## src/rtl/fetch_ctrl.sv

```systemverilog
// Instruction-fetch controller: IDLE/REQ/WAIT sequencer with one outstanding
// request, a one-entry skid buffer and redirect kill. Optional FETCH_PERF_CNT_EN adds perf counters.
module fetch_ctrl #(
    parameter logic [31:0] INSTR_NOP = 32'h0000_0013
) (
    input  logic        clk,
    input  logic        rst,
    input  logic [31:0] PCF,
    output logic [31:0] PCNext,
    output logic        StallF,
    input  logic        PCSrcE,
    input  logic [31:0] PCTargetE,
    input  logic        hazard_stall,
    output logic        imem_req,
    output logic [31:0] imem_addr,
    input  logic        imem_ready,
    input  logic        imem_rvalid,
    input  logic [31:0] imem_rdata,
    output logic [31:0] InstrF,
    output logic        InstrValidF
`ifdef FETCH_PERF_CNT_EN
    ,
    output logic [31:0] perf_wait_cycles,
    output logic [31:0] perf_kills
`endif
);

    typedef enum logic [1:0] {
        S_IDLE = 2'd0,
        S_REQ  = 2'd1,
        S_WAIT = 2'd2
    } state_t;

    state_t      state_q, state_d;
    logic [31:0] instr_q, instr_d;
    logic        valid_q, valid_d;
    logic [31:0] skid_q, skid_d;
    logic        skid_valid_q, skid_valid_d;
    logic        kill_q, kill_d;

    logic req_s, grant_s, resp_s, accept_s, consume_s;

    // Handshake qualifiers shared by next-state and output logic
    always_comb begin
        req_s     = (state_q == S_REQ) && !skid_valid_q;
        grant_s   = req_s && imem_ready;
        resp_s    = (state_q == S_WAIT) && imem_rvalid;
        accept_s  = resp_s && !kill_q && !PCSrcE;
        consume_s = valid_q && !hazard_stall;
    end

    // Next-state for the sequencer, kill flag and instruction/skid registers
    always_comb begin
        state_d      = state_q;
        kill_d       = kill_q;
        instr_d      = instr_q;
        valid_d      = valid_q;
        skid_d       = skid_q;
        skid_valid_d = skid_valid_q;

        case (state_q)
            S_IDLE: state_d = S_REQ;
            S_REQ: begin
                if (grant_s) begin
                    state_d = S_WAIT;
                end else begin
                    state_d = S_REQ;
                end
            end
            S_WAIT: begin
                if (imem_rvalid) begin
                    state_d = S_REQ;
                end else begin
                    state_d = S_WAIT;
                end
            end
            default: state_d = S_IDLE;
        endcase

        // A redirect with a request in flight dooms the response that is still coming
        if (resp_s) begin
            kill_d = 1'b0;
        end else if (PCSrcE && ((state_q == S_WAIT) || grant_s)) begin
            kill_d = 1'b1;
        end else begin
            kill_d = kill_q;
        end

        if (PCSrcE) begin
            valid_d      = 1'b0;
            instr_d      = INSTR_NOP;
            skid_valid_d = 1'b0;
        end else if (accept_s) begin
            if (!valid_q || !hazard_stall) begin
                instr_d = imem_rdata;
                valid_d = 1'b1;
            end else begin
                skid_d       = imem_rdata;
                skid_valid_d = 1'b1;
            end
        end else if (consume_s) begin
            if (skid_valid_q) begin
                instr_d      = skid_q;
                skid_valid_d = 1'b0;
            end else begin
                valid_d = 1'b0;
                instr_d = INSTR_NOP;
            end
        end else begin
            valid_d = valid_q;
        end
    end

    // State and datapath registers
    always_ff @(posedge clk or negedge rst) begin
        if (!rst) begin
            state_q      <= S_IDLE;
            instr_q      <= INSTR_NOP;
            valid_q      <= 1'b0;
            skid_q       <= 32'h0000_0000;
            skid_valid_q <= 1'b0;
            kill_q       <= 1'b0;
        end else begin
            state_q      <= state_d;
            instr_q      <= instr_d;
            valid_q      <= valid_d;
            skid_q       <= skid_d;
            skid_valid_q <= skid_valid_d;
            kill_q       <= kill_d;
        end
    end

    // PC control: reset holds, redirect wins, accepted response advances
    always_comb begin
        if (!rst) begin
            StallF = 1'b1;
            PCNext = PCF;
        end else if (PCSrcE) begin
            StallF = 1'b0;
            PCNext = PCTargetE;
        end else if (accept_s) begin
            StallF = 1'b0;
            PCNext = PCF + 32'd4;
        end else begin
            StallF = 1'b1;
            PCNext = PCF;
        end
    end

    assign imem_req    = req_s;
    assign imem_addr   = PCF;
    assign InstrF      = instr_q;
    assign InstrValidF = valid_q;

`ifdef FETCH_PERF_CNT_EN
    logic [31:0] perf_wait_q, perf_kill_q;

    function automatic logic [31:0] sat_inc(input logic [31:0] v);
        return (v == 32'hFFFF_FFFF) ? v : (v + 32'd1);
    endfunction

    // Saturating counters for stalled waits and discarded responses
    always_ff @(posedge clk or negedge rst) begin
        if (!rst) begin
            perf_wait_q <= 32'd0;
            perf_kill_q <= 32'd0;
        end else begin
            if ((state_q == S_WAIT) && !imem_rvalid) begin
                perf_wait_q <= sat_inc(perf_wait_q);
            end else begin
                perf_wait_q <= perf_wait_q;
            end
            if (resp_s && (kill_q || PCSrcE)) begin
                perf_kill_q <= sat_inc(perf_kill_q);
            end else begin
                perf_kill_q <= perf_kill_q;
            end
        end
    end

    assign perf_wait_cycles = perf_wait_q;
    assign perf_kills       = perf_kill_q;
`endif

endmodule

```

## config.mk

```make
export PLATFORM = sky130hd
export DESIGN_NAME = fetch_ctrl
export DESIGN_NICKNAME = d
export VERILOG_FILES = /design/src/rtl/fetch_ctrl.sv
export SDC_FILE = /design/constraint.sdc
export NUM_CORES = 1
export LEC_CHECK = 0
export CAP_MARGIN = 20
export CELL_PAD_IN_SITES_DETAIL_PLACEMENT = 1
export CELL_PAD_IN_SITES_GLOBAL_PLACEMENT = 2
export CORE_UTILIZATION = 25
export CTS_CLUSTER_DIAMETER = 80
export DETAILED_ROUTE_END_ITERATION = 10
export PLACE_DENSITY_LB_ADDON = 0.12
export SYNTH_ARGS = -nofsm -noshare
export SYNTH_HDL_FRONTEND = slang
export SYNTH_SLANG_ARGS = --single-unit
export TNS_END_PERCENT = 1
```

## constraint.sdc

```tcl
create_clock -name clk -period 6.67 [get_ports clk]
set_clock_uncertainty 0.15 [all_clocks]
set_input_delay 1.334 -clock clk [delete_from_list [all_inputs] [get_ports clk]]
set_output_delay 1.334 -clock clk [all_outputs]
set_load 0.005 [all_outputs]
```

==> metrics.md <==
| Metric | Value |
|---|---|
| Synth top cells by count | `dfrtp_1 (66), nand2_1 (59), o21ai_0 (42), o22ai_1 (33), buf_4 (32)` |
| Share of cells above drive strength 1 | `roughly 11%` |
| Pleak | `~2.7 nW` |
| CTS max path bufs | `2` |
| Gpl congestion | `~0.73` |
| DP HPWL | `~11 mm` |
| Hold-fix buffers, CTS | `0` |
| Vias per cell | `~5` |
| # Post-CTS Setup Buffers | `0` |
| Unrepaired setup endpoints after global routing | `no` |
| Register area | `~1700 µm²` |
| Initial Util | `between 20% and 30%` |
| GR Overflow Total | `0` |
| Hold_ws | `roughly 0.32 ns` |
| CTS Buf Count | `9` |
| Cell internal pwr | `937 µW` |
| Initial antenna violation count | `0` |
| CP delay by family, top | `simple AND/OR/NAND/NOR gates` |
| P&R area growth vs syn | `53.2%` |
| Worst Path Buf+Inv | `2` |
| Post-route setup slack | `1.12 ns` |
| Worst-path cell chain | `clkdlybuf4s50_1, nor4bb_2, nand2_1, o32ai_1, a21oi_1, clkdlybuf4s50_1` |
| Height of the die | `roughly 130 µm` |
| Worst-Skew Late Latency | `0.33 ns` |
| Port buffer count | `200` |
| CTS tree | `done` |
| DRC Markers | `0` |
| Full die area | `around 18,000 µm²` |
| Multi-input gate area | `about 2200 µm²` |
| P_sw | `between 300 and 400 µW` |
| Syn_area_per_cell | `8.99 µm²` |
| Worst r2r src | `state_q[0]$_DFF_PN0_` |
| Inserted Diodes | `0` |
| Slew HR | `between 30% and 40%` |
| Chip Width | `134 µm` |
| Setup_tns | `0 ns` |
| Startpoint types | `input pin` |
| Origin of the worst setup path | `imem_rvalid` |
| Fillers | `~1,900` |
| Synth top area share | `38.1%` |
| Vias in the first global route | `about 4,600` |
| Post_cts resized | `0` |
| Register share of total power | `between 30% and 40%` |
| Fmax | `about 0.18 GHz` |
| Crit path time final | `around 5.5 ns` |
| Outcome | `complete, no violations` |
| Cell Pwr Density | `191 nW/µm²` |
| Ys flop type | `dfrtp_1` |
| MaxCap Viol Count | `0` |
| Largest net degree at the start of global routing | `65` |
| Global-route wire length before repair | `24.3 mm` |
| Min-Delay Path Class | `flip-flop to flip-flop` |
| Overall Global Routing Usage | `approximately 17%` |
| EDFF count, synth | `0` |
| CP max-delay cell | `nor4bb_2` |
| Required time of the critical path | `5.19 ns` |
| Synth cell types | `between 40 and 50` |
| Hold path startpoint | `InstrF[25]$_DFFE_PN0P_` |
| Synthesized flop and latch total | `slightly below 70` |
| Routed WL | `approximately 15 mm` |
| Initial DRC Count | `between 100 and 150` |
| Synth Cell Area | `~4300 µm²` |
| WL per Instance | `about 18 µm` |
| Combinational Power Share | `a little under a quarter` |
| Crit path DAT | `slightly above 4 ns` |
| Clk pin slew, worst setup/hold paths | `approximately 0.060 ns` |
| Most common cell in the netlist | `dfrtp_1` |
| Area contributors post-synth | `dfrtp_1 (38%), mux2_2 (8.1%), buf_4 (5.5%)` |
| IR drop worst, VDD | `~0.00011 V` |
| Via count | `between 4,000 and 5,000` |
| H-tree levels | `3` |
| Antenna viol nets, final | `0` |
| TritonRoute pass-1 iters | `4` |
| Cell row count | `47` |
| Crit-path max cell delay | `~0.92 ns` |
| Post-Synthesis Cells | `between 400 and 500` |
| Slew of the pin with the lowest slew margin | `approximately 1.0 ns` |
| Clock root cell | `clkbuf_16` |
| Reg2Reg Setup Slack | `approximately 3.8 ns` |
| Post-synth top area cell | `dfrtp_1` |
| Sink Count | `approximately 70` |
| Post-synthesis async set-or-reset flop share | `100%` |
| # setup viols final | `0` |
| Critical Path Most Common Cell | `clkdlybuf4s50_1` |
| Num ports | `about 200` |
| Dpl ws | `~1.1 ns` |
| Syn nets | `585` |
| Max Slew Vio Count | `0` |
| Nets | `738` |
| Hold Violations, Final | `0` |
| Worst Path Max Fanout | `9` |
| CP Class | `input pin to output port` |
| Post-synthesis sequential area ratio | `around 40%` |
| Period utilization | `between 80% and 90%` |
| Yosys warns | `0` |
| Clock Power Share | `41.4%` |
| Crit end category | `output port` |
| Sw Share | `a little over a quarter` |
| Core area | `around 17,000 µm²` |
==> path summary, 6_finish.rpt <==
kind                            cells past startpoint                endpoint
worst max-delay path                                6               PCNext[5]
worst min-delay path                                2  InstrF[25]$_DFFE_PN0P_
worst max register to register                      5   skid_q[3]$_DFFE_PN0P_
worst min register to register                      2  InstrF[25]$_DFFE_PN0P_
max in group asynchronous                           2  skid_q[30]$_DFFE_PN0P_
min in group asynchronous                           1  InstrF[28]$_DFFE_PN0P_
==> layer usage <==
metal	GRT usage, %	share of wire [%]	up-vias
li1	-	-	2076
met5	0	0	-
met2	30.1	49	131
met3	4.45	6.1	9
met1	21.3	44	2103
met4	4.29	0.89	0
==> state kept, by name (all words and copies together) (netlist names) <==
register	cells
InstrValidF	1
skid_q	32
state_q	2
kill_q	1
InstrF	32
skid_valid_q	1
==> kinds of logic after synthesis <==
kind of cell / Yosys count / share of synthesized area, %
AO/OA/AOI/OAI: 161 / 23.1
adder cells (fa/ha/maj): 1 / 0.289
buffers and inverters: 72 / 9.38
flip-flops: 69 / 39.9
multiplexers: 39 / 9.93
AND/OR/NAND/NOR: 140 / 17.4
==> worst min-delay path: stages (launching register included) <==
cell     delay, ns
dfrtp_1       0.34
nand2_1       0.04
o21ai_0       0.06
==> layout by cell type, fill, tap and decap left out, drive strengths merged, types with 2 or more instances in the layout <==
master,count
a211oi,7
a21o,3
a21oi,30
a22oi,29
a311oi,2
a31oi,4
a41o,2
and2,3
and3,9
and4,4
buf,8
bufinv,2
clkbuf,10
clkdlybuf4s50,199
clkinv,2
dfrtp,66
dfstp,3
inv,8
mux2,32
mux2i,7
nand2,59
nand3,15
nand4,10
nor2,18
nor2b,2
nor3,7
nor3b,2
nor4,6
o21a,2
o21ai,42
o22ai,33
or2,2
==> cell type report <==
type	count	area share (%)
clock buffers	10	3.60
clock inverters	6	1.41
multi-input cells	341	33.4
repair buffers	207	31.0
inverters	7	0.396
well taps	220	4.15
flip-flops and latches	69	26.1
==> stage by stage <==
stage	total power, mW	utilization (%)	area, µm²	cells
global placement	0.750	37.6	6300	843
detailed placement	0.755	37.6	6300	843
CTS	1.29	39.6	6630	859
finish	1.27	39.6	6640	860
global route	1.33	39.6	6640	860
floorplan	0.574	-	4340	482
==> power groups by stage <==
stage | Clock, mW | Combinational, mW | Sequential [mW]
after detailed placement | 0 | 0.293 | 0.462
after global placement | 0 | 0.289 | 0.461
after floorplan | 0 | 0.115 | 0.458
after global routing | 0.562 | 0.316 | 0.457
after CTS | 0.541 | 0.294 | 0.455
final | 0.525 | 0.289 | 0.455
(Power assumes the default switching activity.)
